--- src/rtl/icache_fetch_responder_pkg.sv ---
// Shared types and constants for the instruction-fetch responder and its tag array.
package icache_fetch_responder_pkg;

    typedef enum logic [1:0] {
        IDLE      = 2'd0,
        MISS_WAIT = 2'd1,
        FILL      = 2'd2
    } state_e;

    localparam int OFFSET_BITS = 2;
    localparam int LINE_WORDS  = 4;
    localparam int LINE_BITS   = 64;

    localparam logic [15:0] NOP_INSTR = 16'h0000;

    function automatic logic [15:0] line_word(input logic [LINE_BITS-1:0] line,
                                              input logic [OFFSET_BITS-1:0] off);
        return line[{off, 4'b0000} +: 16];
    endfunction

endpackage

--- src/rtl/icache_fetch_responder_tag_array.sv ---
// Valid bits and tags for the direct-mapped cache, plus the single-port hit compare.
module icache_tag_array #(
    parameter int INDEX_BITS = 3,
    parameter int TAG_BITS   = 11
) (
    input  logic                  clk,
    input  logic                  rst_n,
    input  logic [INDEX_BITS-1:0] rd_index_i,
    input  logic [TAG_BITS-1:0]   rd_tag_i,
    output logic                  hit_o,
    input  logic                  flush_i,
    input  logic                  wr_en_i,
    input  logic [INDEX_BITS-1:0] wr_index_i,
    input  logic [TAG_BITS-1:0]   wr_tag_i
);

    localparam int LINES = 1 << INDEX_BITS;

    logic [LINES-1:0]    valid_q;
    logic [TAG_BITS-1:0] tag_q [LINES];

    // A fill landing on the same edge as a flush survives it: set after clear.
    always_ff @(posedge clk or negedge rst_n) begin
        if (!rst_n) begin
            valid_q <= '0;
        end else begin
            if (flush_i) valid_q <= '0;
            if (wr_en_i) valid_q[wr_index_i] <= 1'b1;
        end
    end

    always_ff @(posedge clk) begin
        if (wr_en_i) tag_q[wr_index_i] <= wr_tag_i;
    end

    assign hit_o = valid_q[rd_index_i] && (tag_q[rd_index_i] == rd_tag_i);

endmodule

--- src/rtl/icache_fetch_responder.sv ---
// Instruction-fetch responder: direct-mapped I-cache with single-line refill FSM.
// Optional hit/miss counters are built when ICACHE_STATS_EN is defined.
//
// state     | meaning
// IDLE      | lookup each cycle; a miss latches the line address
// MISS_WAIT | mem_re held high until mem_rdy captures the line
// FILL      | line buffer written into data/tag arrays, line set valid
module icache_fetch_responder
    import icache_fetch_responder_pkg::*;
#(
    parameter int INDEX_BITS = 3,
    parameter int MEM_AW     = 14
) (
    input  logic              clk,
    input  logic              rst_n,
    input  logic [15:0]       addr,
    input  logic              rd_en,
    input  logic              flush,
    output logic [15:0]       instr,
    output logic              stall,
    output logic              mem_re,
    output logic [MEM_AW-1:0] mem_addr,
    input  logic              mem_rdy,
    input  logic [63:0]       mem_data
`ifdef ICACHE_STATS_EN
    ,
    output logic [15:0]       hit_cnt,
    output logic [15:0]       miss_cnt
`endif
);

    localparam int TAG_BITS = 16 - OFFSET_BITS - INDEX_BITS;
    localparam int LINES    = 1 << INDEX_BITS;

    state_e                state_q;
    logic                  mem_re_q;
    logic [MEM_AW-1:0]     line_q;
    logic [LINE_BITS-1:0]  line_buf_q;
    logic [LINE_BITS-1:0]  data_q [LINES];

    logic [INDEX_BITS-1:0]  lk_index;
    logic [TAG_BITS-1:0]    lk_tag;
    logic [OFFSET_BITS-1:0] lk_off;
    logic                   hit;
    logic                   miss_start;
    logic                   fill_we;

    assign lk_off     = addr[OFFSET_BITS-1:0];
    assign lk_index   = addr[INDEX_BITS+OFFSET_BITS-1:OFFSET_BITS];
    assign lk_tag     = addr[15:INDEX_BITS+OFFSET_BITS];
    assign miss_start = (state_q == IDLE) && rd_en && !hit;
    assign fill_we    = (state_q == FILL);

    icache_tag_array #(
        .INDEX_BITS(INDEX_BITS),
        .TAG_BITS  (TAG_BITS)
    ) u_tags (
        .clk       (clk),
        .rst_n     (rst_n),
        .rd_index_i(lk_index),
        .rd_tag_i  (lk_tag),
        .hit_o     (hit),
        .flush_i   (flush),
        .wr_en_i   (fill_we),
        .wr_index_i(line_q[INDEX_BITS-1:0]),
        .wr_tag_i  (line_q[MEM_AW-1:INDEX_BITS])
    );

    always_ff @(posedge clk or negedge rst_n) begin
        if (!rst_n) begin
            state_q  <= IDLE;
            mem_re_q <= 1'b0;
            line_q   <= '0;
        end else begin
            case (state_q)
                IDLE: begin
                    if (miss_start) begin
                        line_q   <= addr[15:OFFSET_BITS];
                        mem_re_q <= 1'b1;
                        state_q  <= MISS_WAIT;
                    end
                end
                MISS_WAIT: begin
                    if (mem_rdy) begin
                        mem_re_q <= 1'b0;
                        state_q  <= FILL;
                    end
                end
                FILL: begin
                    state_q <= IDLE;
                end
                default: begin
                    mem_re_q <= 1'b0;
                    state_q  <= IDLE;
                end
            endcase
        end
    end

    // Data storage carries no reset; contents are only trusted behind a valid bit.
    always_ff @(posedge clk) begin
        if (state_q == MISS_WAIT && mem_rdy) line_buf_q <= mem_data;
        if (fill_we) data_q[line_q[INDEX_BITS-1:0]] <= line_buf_q;
    end

    assign stall    = rd_en && ((state_q != IDLE) || !hit);
    assign instr    = (rd_en && !stall) ? line_word(data_q[lk_index], lk_off) : NOP_INSTR;
    assign mem_re   = mem_re_q;
    assign mem_addr = line_q;

`ifdef ICACHE_STATS_EN
    logic [15:0] hit_cnt_q;
    logic [15:0] miss_cnt_q;

    always_ff @(posedge clk or negedge rst_n) begin
        if (!rst_n) begin
            hit_cnt_q  <= '0;
            miss_cnt_q <= '0;
        end else begin
            if (state_q == IDLE && rd_en && hit && hit_cnt_q != 16'hFFFF)
                hit_cnt_q <= hit_cnt_q + 16'd1;
            if (miss_start && miss_cnt_q != 16'hFFFF)
                miss_cnt_q <= miss_cnt_q + 16'd1;
        end
    end

    assign hit_cnt  = hit_cnt_q;
    assign miss_cnt = miss_cnt_q;
`endif

endmodule

--- config.mk ---
export PLATFORM = sky130hd
export DESIGN_NAME = icache_fetch_responder
export DESIGN_NICKNAME = d
export VERILOG_FILES = /design/src/rtl/icache_fetch_responder_pkg.sv /design/src/rtl/icache_fetch_responder_tag_array.sv /design/src/rtl/icache_fetch_responder.sv
export SDC_FILE = /design/constraint.sdc
export NUM_CORES = 1
export LEC_CHECK = 0
export BUFFER_PORTS_ARGS = -buffer_cell sky130_fd_sc_hd__buf_2
export CAP_MARGIN = 40
export CORE_MARGIN = 3
export CORE_UTILIZATION = 55
export DETAILED_ROUTE_END_ITERATION = 16
export GPL_TIMING_DRIVEN = 0
export PLACE_DENSITY = 0.75
export RECOVER_POWER = 100
export SYNTH_ARGS = -nofsm -noshare
export SYNTH_HDL_FRONTEND = slang
export SYNTH_HIERARCHICAL = 1
export SYNTH_SLANG_ARGS = --single-unit
--- constraint.sdc ---
create_clock -name clk -period 5.15 [get_ports clk]
set_input_delay 0.2575 -clock clk [delete_from_list [all_inputs] [get_ports clk]]
set_output_delay 0.2575 -clock clk [all_outputs]
set_load 0.02 [all_outputs]
==> impl_metrics.toml, run 1 <==
[critical_path]
crit_start = "state_q[1]$_DFFE_PN0P_"
start_kind = "flop"
crit_cells = 6
crit_type = "flop to flop"
ff2ff_path_depth = 6
required_ps = 5350
regToRegEndpoint = "data_q[1][1]$_DFFE_PP_"
r2r_setup_slack_ps = 440
cp_slowest_cell = "nor3_1"
worstReg2RegStart = "state_q[1]$_DFFE_PN0P_"
path_buf_inv = 3
cp-endpoint = "data_q[1][1]$_DFFE_PP_"
worstSetupEndpointType = "flop"
worstPathMaxFanout = 14
cp_common_cell = "clkbuf_1"
critPathMaxStageDelay_ps = 880
crit_family = "buffers and inverters"
path_cells = "nor2b_1 > nand2_1 > nor3_1 > clkbuf_1 > clkbuf_1 > clkbuf_1"
arrival_ps = 4910

[sta]
rsz0062_at_grt = "no"
post-route-min-period_ps = 4708
setup-tns-final_ps = 0
hold_viol = 0
tightest_slew_ps = 2719
fin_crit_sh_pct = 91.41
fin_skew_ps = 23.69
setup_viol = 0
relSlewSlack_pct = -81.26
max_freq_mhz = 212.4
drv_slew = 235

[detailed_routing]
drc = 0
ant_nets = 0
viasPerCell = 6.142
drt_pass1_iterations = 5
dr_total_vias = 12842
drt_iter0_drc = 1367
routed_wl_um = 57280
wl_per_cell_um = 27.39

[layout]
fillers = 3028
nets = 1518
multi_input_area_mm2 = 0.005091
syn_to_final_growth_pct = 16.93
final_cell_area_mm2 = 0.03054
drive_above_1_share_pct = 22.71
antennaDiodeCount = 0
seq_area_mm2 = 0.02056

[floorplanning]
ios = 117
start_util_pct = 55.86
die_w_um = 223.9
chipHeight_um = 223.9
coreArea_mm2 = 0.04675
rows = 79
die-area_mm2 = 0.05013

[clocking]
clockBufferDepth = 3
postCtsSetupRepairBufs = 0
ctsHtreeMaxLevel = 3
path_clk_slew_ps = 60
cts_hold_buf = 77
cts_buffers = 70
cts_tree = "built"
cts-root-buf = "clkbuf_16"
clk_latency_ps = 600
cts_num_sinks = 689
post_cts_resized = 0

[global_route]
grt_first_pass_wirelength_um = 85170
antenna_found_initial = 0
grt_max_degree = 40
grt_overflow = 0
grt_pass1_vias = 13169
grtUsageTotal_pct = 23.43

[yosys]
syn_avg_cell_area_um2 = 23.05
synth.top_cell.area_share_pct = 76.35
syn-num-nets = 1218
ys_ff_latch = 689
synth_edf_count = 664
async_reset_ff_share_pct = 3.628
ys.warnings.count = 6
ys_seq_area_share_pct = 78.75
netlist_area_mm2 = 0.02612
ys_top_cells_by_area = "edfxtp_1, mux4_2, mux2i_1"
synth_cells = 1133
synth_largest_area_cell = "edfxtp_1"
synth.distinct_cells = 45
ys.flop_type = "edfxtp_1"

[flow_run]
cap_violations = 12

[worst_hold_path]
hold_path.class = "input pin to flop"

[placement]
place_hpwl_um = 36450
placed_area_mm2 = 0.02831
gp_congestion = 0.7679
portBuffers = 114

[run_status]
failed_checks = "max-capacitance violations, max-slew violations"
status = "complete, but fails checks"

[pwr]
p_leak_nw = 10.16
ir_drop_v = 0.0003430
p_per_area_mw_per_mm2 = 418.6
[layout make-up]
type,instances,area share [%]
plain buffers,56,1.426
clock buffers,86,6.208
clock inverters,37,1.147
inverters,2,0.02459
multi-input cells,386,16.67
flip-flops and latches,689,67.35
well taps,607,2.487
repair buffers,228,4.688
[worst min-delay path by stage]
stage	to	from	slack [ps]	cells after the start
2_1_floorplan	mem_addr[0]$_DFFE_PN0P_	rst_n	-40	0
3_3_place_gp	mem_re$_DFFE_PN0P_	rst_n	300	1
3_5_place_dp	mem_re$_DFFE_PN0P_	rst_n	300	1
4_1_cts	u_tags/valid_q[0]$_DFF_PN0_	flush	70	3
5_1_grt	u_tags/valid_q[4]$_DFF_PN0_	flush	120	3
6_report	u_tags/valid_q[0]$_DFF_PN0_	flush	90	3
[metal layers]
metal	GRT usage [%]	part of all wire (%)	up-vias
met4	8.089	3.2	0
met5	0	0	-
met3	5.124	8.9	120
li1	-	-	5425
met2	36.98	49	655
met1	33.16	39	6642
[sequential cells by signal, summed over array words and instances (netlist names)]
| register | count |
|---|---|
| mem_addr | 14 |
| data_q | 512 |
| line_buf_q | 64 |
| u_tags/valid_q | 8 |
| state_q | 2 |
| u_tags/tag_q | 88 |
| mem_re | 1 |
[cell usage in the layout, fill, tap and decap left out, drive strengths merged, types with 15 or more instances in the layout]
cell type / netlist / layout
clkbuf: 15 / 178
a22oi: 17 / 17
buf: 41 / 115
edfxtp: 664 / 664
a221o: 16 / 16
mux4: 134 / 134
dfrtp: 25 / 25
mux2: 15 / 15
clkinv: 0 / 27
a31oi: 17 / 17
nor2: 18 / 18
dlygate4sd3: 0 / 77
mux2i: 78 / 78
[power breakdown]
group          leakage (nW)  internal, W  switching [W]  total [W]
combinational          2.76     0.000347       0.000549   0.000897
clock                  1.10      0.00296        0.00202    0.00497
sequential             6.30      0.00664       0.000277    0.00691
[Yosys cell counts, types with 2 or more instances]
| cell | n |
|---|---|
| a21o_1 | 9 |
| a221o_1 | 16 |
| a221oi_1 | 12 |
| a22oi_1 | 17 |
| a31oi_1 | 17 |
| and3b_1 | 2 |
| buf_1 | 2 |
| buf_12 | 4 |
| buf_2 | 12 |
| buf_4 | 9 |
| buf_6 | 13 |
| clkbuf_1 | 14 |
| dfrtp_1 | 25 |
| edfxtp_1 | 664 |
| mux2_1 | 8 |
| mux2_2 | 7 |
| mux2i_1 | 78 |
| mux4_1 | 13 |
| mux4_2 | 121 |
| nand2_1 | 13 |
| nand2b_1 | 6 |
| nand3_1 | 3 |
| nor2_1 | 17 |
| nor2b_1 | 4 |
| nor3_1 | 4 |
| o2111ai_1 | 4 |
| o21ai_0 | 12 |
| xor2_1 | 10 |
[worst min-delay path, cell delays in order]
cell and delay [ps]:
buf_2 70, inv_1 130, a21o_1 190
[kinds of logic (layout without fill, tap and decap cells)]
family | after synthesis | count (layout) | share of synthesized area, %
flops | 689 | 689 | 78.75
mux | 227 | 227 | 15.38
compound gates | 90 | 90 | 2.611
simple gates | 59 | 59 | 1.227
buf+inv | 58 | 409 | 1.701
xor+xnor | 10 | 10 | 0.3354
[metrics by stage]
stage	total power (W)	util, %	hold slack, ps	setup slack [ps]	cells
6_report	0.01278	65.31	90.73	442.2	2091
4_1_cts	0.01297	67.01	67.58	402.5	2091
2_1_floorplan	0.007482	-	-38.09	1129	1133
3_5_place_dp	0.007983	60.56	304.8	495.1	1891
5_1_grt	0.01320	65.31	115.3	248.5	2091
3_3_place_gp	0.007859	58.72	295.6	-1665	1854
No activity file was read; power rests on OpenSTA's default activity.
==> run 2: changes to the inputs <==
--- a/config.mk
+++ b/config.mk
@@ -11,8 +11,9 @@
 export CORE_UTILIZATION = 55
 export DETAILED_ROUTE_END_ITERATION = 16
 export GPL_TIMING_DRIVEN = 0
-export PLACE_DENSITY = 0.75
+export PLACE_DENSITY = 0.72
 export RECOVER_POWER = 100
+export SKIP_LAST_GASP = 1
 export SYNTH_ARGS = -nofsm -noshare
 export SYNTH_HDL_FRONTEND = slang
 export SYNTH_HIERARCHICAL = 1
==> constraint.sdc (replaced) <==
create_clock -name clk -period 5.1 [get_ports clk]
set_input_delay 0.255 -clock clk [delete_from_list [all_inputs] [get_ports clk]]
set_output_delay 0.255 -clock clk [all_outputs]
set_load 0.02 [all_outputs]
==> run 2 against run 1 <==
  * The flow still finishes with violations (max-capacitance violations, max-slew violations)
  * Non-clock buffer count rose by 3
  * Combinational power is 0.8% higher
  * Routed wire length shrank 1.2%
  * Sequential share of layout area is 0.17 points higher
  * Critical endpoint is now instr[7]
  * Largest cell class unchanged
  * Largest power group unchanged
==> impl_metrics.toml, run 2 (synthesized netlist as in run 1, its figures left out) <==
[sta]
fin_skew_ps = 19.98
holdWs_ps = 112.7
drv_slew = 245
hold_viol = 0
tightest_slew_ps = 2831
setup_viol = 0
post-route-min-period_ps = 4793
relSlewSlack_pct = -88.74
fin_crit_sh_pct = 93.98
setup_slack_ps = 307.0
rsz0062_at_grt = "no"
max_freq_mhz = 208.6

[clocking]
cts-root-buf = "clkbuf_16"
cts_num_sinks = 689
clk_latency_ps = 590
postCtsSetupRepairBufs = 0
cts_buffers = 70
cts_tree = "built"
ctsHtreeMaxLevel = 3
path_clk_slew_ps = 50
clockBufferDepth = 3

[detailed_routing]
routed_wl_um = 56570
drc = 0
viasPerCell = 6.052
dr_total_vias = 12710
wl_per_cell_um = 26.94
ant_nets = 0
drt_pass1_iterations = 6
drt_iter0_drc = 1240

[layout]
fin_cells = 2100
fillers = 3037
final_common_cell = "edfxtp_1"
nets = 1521
antennaDiodeCount = 0
fin_util_pct = 65.15
drive_above_1_share_pct = 22.51
syn_to_final_growth_pct = 16.63
final_cell_mix = "edfxtp_1, mux4_2, clkbuf_1"
largest_reg_flops = 512

[global_route]
grtUsageTotal_pct = 23.17
grt_overflow = 0
grt_pass1_vias = 13081
antenna_found_initial = 1
grt_max_degree = 41
grt_first_pass_wirelength_um = 84270

[placement]
place_hpwl_um = 36650
dp_cells = 1894
pre_cts_ws_ps = 454.3
portBuffers = 114
gp_congestion = 0.7977

[critical_path]
worstReg2RegStart = "state_q[1]$_DFFE_PN0P_"
crit_type = "flop to output port"
crit_cells = 10
required_ps = 4850
start_kind = "flop"
regToRegEndpoint = "data_q[3][47]$_DFFE_PP_"
ff2ff_path_depth = 5
cp_slowest_cell = "mux4_1"
path_buf_inv = 2
worstPathMaxFanout = 10
arrival_ps = 4540
crit_family = "simple AND/OR/NAND/NOR gates"
worstSetupEndpointType = "output port"
r2r_setup_slack_ps = 470
path_cells = "mux4_1 > mux2i_1 > xor2_1 > nand4_1 > nor4_2 > nand3_1 > clkbuf_1 > a221o_1 > a31oi_1 > clkbuf_2"
critPathMaxStageDelay_ps = 530

[floorplanning]
ios = 117
start_util_pct = 55.86
coreArea_mm2 = 0.04675
die-area_mm2 = 0.05013
rows = 79
die_w_um = 223.9
chipHeight_um = 223.9

[run_status]
failed_checks = "max-capacitance violations, max-slew violations"
status = "complete, but fails checks"

[pwr]
p_leak_nw = 10.12
total_power_w = 0.01266
ir_drop_v = 0.0003077
p_per_area_mw_per_mm2 = 415.5

[worst_hold_path]
hold_depth = 3
holdPathEnd = "u_tags/valid_q[0]$_DFF_PN0_"
min-delay-start = "flush"
hold_path.class = "input pin to flop"

[flow_run]
cap_violations = 11
==> run 2: power breakdown <==
part           leakage (nW)  switching [W]  internal (W)
registers              6.30       0.000279       0.00670
clock network          1.05        0.00201       0.00276
logic                  2.76       0.000551      0.000353
total                  10.1        0.00284       0.00982
==> run 2: metal layers <==
metal	track usage (%)	routed length (µm)
met1	32.65	23030
met2	36.67	27590
met3	5.071	4398
met4	8.110	1549
met5	0	0
==> run 2: tightest hold or removal path: cells and delay by family <==
kind                   cells  cell delay, ps
AOI/OAI and AO/OA          1             190
buffers and inverters      2             210
==> run 2: what timing repair did <==
item / 4_1_cts / 5_1_grt
hold endpoints to repair: 101 / 0
resized for setup: 0 / 1
setup endpoints to repair: 0 / 1
hold buffers: 77 / 0
==> run 2: area by class of cell <==
type                            instances  area (µm²)  share of cell area (%)
Sequential cell                       689       20560                   67.52
Tap cell                              607       759.5                   2.494
Clock buffer                           94        1927                   6.326
Clock inverter                         35       230.2                  0.7559
Timing Repair Buffer                  231        1443                   4.736
Multi-Input combinational cell        386        5091                   16.72
Inverter                                2       7.507                 0.02465
Buffer                                 56       435.4                   1.430
==> run 2: worst max path at each step <==
stage                                  startpoint                 endpoint  slack [ps]
floorplan                  state_q[1]$_DFFE_PN0P_   data_q[7][0]$_DFFE_PP_        1080
global placement           state_q[1]$_DFFE_PN0P_  data_q[2][13]$_DFFE_PP_       -1810
detailed placement                        addr[4]                 instr[7]         450
CTS                 u_tags/tag_q[5][10]$_DFFE_PP_                 instr[7]         160
global route        u_tags/tag_q[5][10]$_DFFE_PP_                 instr[7]          60
finish              u_tags/tag_q[5][10]$_DFFE_PP_                 instr[7]         310
==> run 2: stage by stage <==
| step | instance area, µm² | TNS [ps] |
|---|---|---|
| floorplan | 26130 | 0 |
| global placement | 27460 | -820330 |
| detailed placement | 28330 | 0 |
| CTS | 31260 | 0 |
| global route | 30460 | 0 |
| finish | 30460 | 0 |
==> run 3: changes to the inputs <==
--- a/config.mk
+++ b/config.mk
@@ -5,12 +5,14 @@
 export SDC_FILE = /design/constraint.sdc
 export NUM_CORES = 1
 export LEC_CHECK = 0
+export ABC_AREA = 1
 export BUFFER_PORTS_ARGS = -buffer_cell sky130_fd_sc_hd__buf_2
 export CAP_MARGIN = 40
 export CORE_MARGIN = 3
 export CORE_UTILIZATION = 55
 export DETAILED_ROUTE_END_ITERATION = 16
 export GPL_TIMING_DRIVEN = 0
+export MAX_ROUTING_LAYER = met4
 export PLACE_DENSITY = 0.72
 export RECOVER_POWER = 100
 export SKIP_LAST_GASP = 1
==> run 3 against run 2 <==
  * The flow still finishes with violations (max-capacitance violations, max-slew violations)
  * Core utilization up 0.37 points
  * Maximum frequency up 6.3%
  * Die area increased by 6.6%
==> impl_metrics.toml, run 3 <==
[layout]
final_cell_mix = "nand2_1, edfxtp_1, nand3_1"
seq_area_mm2 = 0.02056
multi_input_area_mm2 = 0.006020
drive_above_1_share_pct = 11.45
nets = 2687
fillers = 3601
final_common_cell = "nand2_1"
fin_util_pct = 65.52
largest_reg_flops = 512
syn_to_final_growth_pct = 16.45

[placement]
gp_congestion = 1.027
portBuffers = 113
place_hpwl_um = 47670

[global_route]
grt_max_degree = 30
grt_first_pass_wirelength_um = 108600
grt_pass1_vias = 18590
antenna_found_initial = 1
grtUsageTotal_pct = 28.06
grt_overflow = 0

[detailed_routing]
ant_nets = 0
drt_pass1_iterations = 5
routed_wl_um = 71970
wl_per_cell_um = 21.69
viasPerCell = 5.663
drc = 0
drt_iter0_drc = 2164
dr_total_vias = 18797

[critical_path]
cp_common_cell = "nand2_1"
worstPathMaxFanout = 10
critPathMaxStageDelay_ps = 890
crit_type = "flop to output port"
start_kind = "flop"
arrival_ps = 4250
path_cells = "nor2_1 > nor2_1 > o21ai_0 > nand2_1 > nand2_1 > nand2_1 > nand2_1 > nand2_1 > nor2_1 > nand2_1 > nor2_1 > inv_1 > nor4_2 > clkbuf_1 > nand2_1 > nor2_1 > clkbuf_1"
worstSetupEndpointType = "output port"
cp_slowest_cell = "nor4_2"
required_ps = 4850

[sta]
max_freq_mhz = 221.8
tightest_slew_ps = 2179
drv_slew = 373
hold_viol = 0
relSlewSlack_pct = -45.81
rsz0062_at_grt = "no"
fin_skew_ps = 20.71
post-route-min-period_ps = 4508
setup_viol = 0
setup-tns-final_ps = 0
fin_crit_sh_pct = 88.39

[clocking]
cts_num_sinks = 689
postCtsSetupRepairBufs = 0
cts_buffers = 70
cts-root-buf = "clkbuf_16"
clk_latency_ps = 610
ctsHtreeMaxLevel = 3
path_clk_slew_ps = 60
clockBufferDepth = 3
cts_tree = "built"

[yosys]
synth.top_cell.area_share_pct = 71.51
ys_top_cells_by_count = "nand2_1, edfxtp_1, nand3_1, nor2_1, inv_1"
ys_seq_area_share_pct = 73.75
synth.distinct_cells = 26
syn_avg_cell_area_um2 = 12.09
async_reset_ff_share_pct = 3.628
ys.warnings.count = 6
synth_largest_area_cell = "edfxtp_1"
ys_top_cells_by_area = "edfxtp_1, nand2_1, nand3_1"
synth_cells = 2307
netlist_area_mm2 = 0.02788
yosysMostFrequentCell = "nand2_1"
synth_edf_count = 664
ys_ff_latch = 689
ys.flop_type = "edfxtp_1"
syn-num-nets = 2392

[run_status]
failed_checks = "max-capacitance violations, max-slew violations"
status = "complete, but fails checks"

[flow_run]
cap_violations = 16

[floorplanning]
coreArea_mm2 = 0.04956
rows = 81
die-area_mm2 = 0.05343
ios = 117
start_util_pct = 56.26
chipHeight_um = 231.2
die_w_um = 231.2

[pwr]
p_leak_nw = 12.20
ir_drop_v = 0.0003298
p_per_area_mw_per_mm2 = 403.5

[worst_hold_path]
hold_path.class = "input pin to flop"
==> run 3: cell count changes in the layout (fill, tap and decap cells not counted), moves of 37 or more <==
cell / delta
nand2_1: +739
nand3_1: +390
nor2_1: +147
mux4_2: -121
mux2i_1: -78
inv_1: +74
buf_6: +37
==> run 3: power breakdown <==
group	internal, W	switching [W]	leakage [nW]
clock network	0.00290	0.00208	1.10
registers	0.00669	0.000282	6.31
logic	0.000360	0.000788	4.79
==> run 3: kinds of logic after synthesis <==
| logic type | count (synthesis) | synth area share (%) |
|---|---|---|
| flops | 689 | 73.75 |
| simple gates | 1316 | 19.63 |
| compound gates | 83 | 1.539 |
| buf+inv | 208 | 4.635 |
| mux | 11 | 0.4442 |
==> run 3: stage by stage <==
step	instance area, µm²	setup slack (ps)	cells	power, W	hold WS [ps]
floorplan	27880	1165	2307	0.007675	-40.59
global placement	29280	-1647	3084	0.008153	287.4
detailed placement	30010	1213	3117	0.008257	299.5
CTS	33000	1121	3318	0.01322	35.93
global route	32470	348.0	3319	0.01352	93.30
finish	32470	592.2	3319	0.01310	71.46
==> run 3: final cells by class <==
type                       count  share of cell area, %
timing repair buffer         223                  4.732
clock inverter                38                  1.006
multi-input combinational   1410                  18.54
clock buffer                  86                  5.842
inverter                      80                 0.9480
antenna                        1               0.007707
sequential                   689                  63.34
tap                          664                  2.559
buffer                       128                  3.029
==> run 3: layer usage <==
metal	up-vias	part of all wire [%]	GRT usage, %
met2	1010	48	44.87
met1	9030	39	35.91
li1	8574	-	-
met5	-	0	-
met4	0	3.9	11.23
met3	183	9.5	5.285
==> run 3: worst max-delay path, delay by kind of cell, from the launching register on <==
| kind | cells | cell delay, ps |
|---|---|---|
| AO/OA/AOI/OAI | 1 | 80 |
| buffers and inverters | 3 | 820 |
| flip-flops | 1 | 360 |
| AND/OR/NAND/NOR | 13 | 2380 |
==> run 3: worst paths after layout <==
| kind | start | endpoint | slack (ps) | cells after the start |
|---|---|---|---|---|
| max | u_tags/tag_q[6][1]$_DFFE_PP_ | instr[13] | 590 | 17 |
| max in group asynchronous | rst_n | mem_addr[0]$_DFFE_PN0P_ | 3610 | 2 |
| min | flush | u_tags/valid_q[0]$_DFF_PN0_ | 70 | 2 |
| min in group asynchronous | rst_n | mem_addr[5]$_DFFE_PN0P_ | 570 | 2 |
| min reg2reg | mem_re$_DFFE_PN0P_ | mem_re$_DFFE_PN0P_ | 490 | 2 |
| max reg2reg | state_q[1]$_DFFE_PN0P_ | data_q[1][54]$_DFFE_PP_ | 780 | 8 |
==> run 3: what timing repair did <==
| action | in CTS | in global routing |
|---|---|---|
| resized for setup | 0 | 0 |
| hold buffers | 77 | 0 |
| hold endpoints to repair | 103 | 0 |
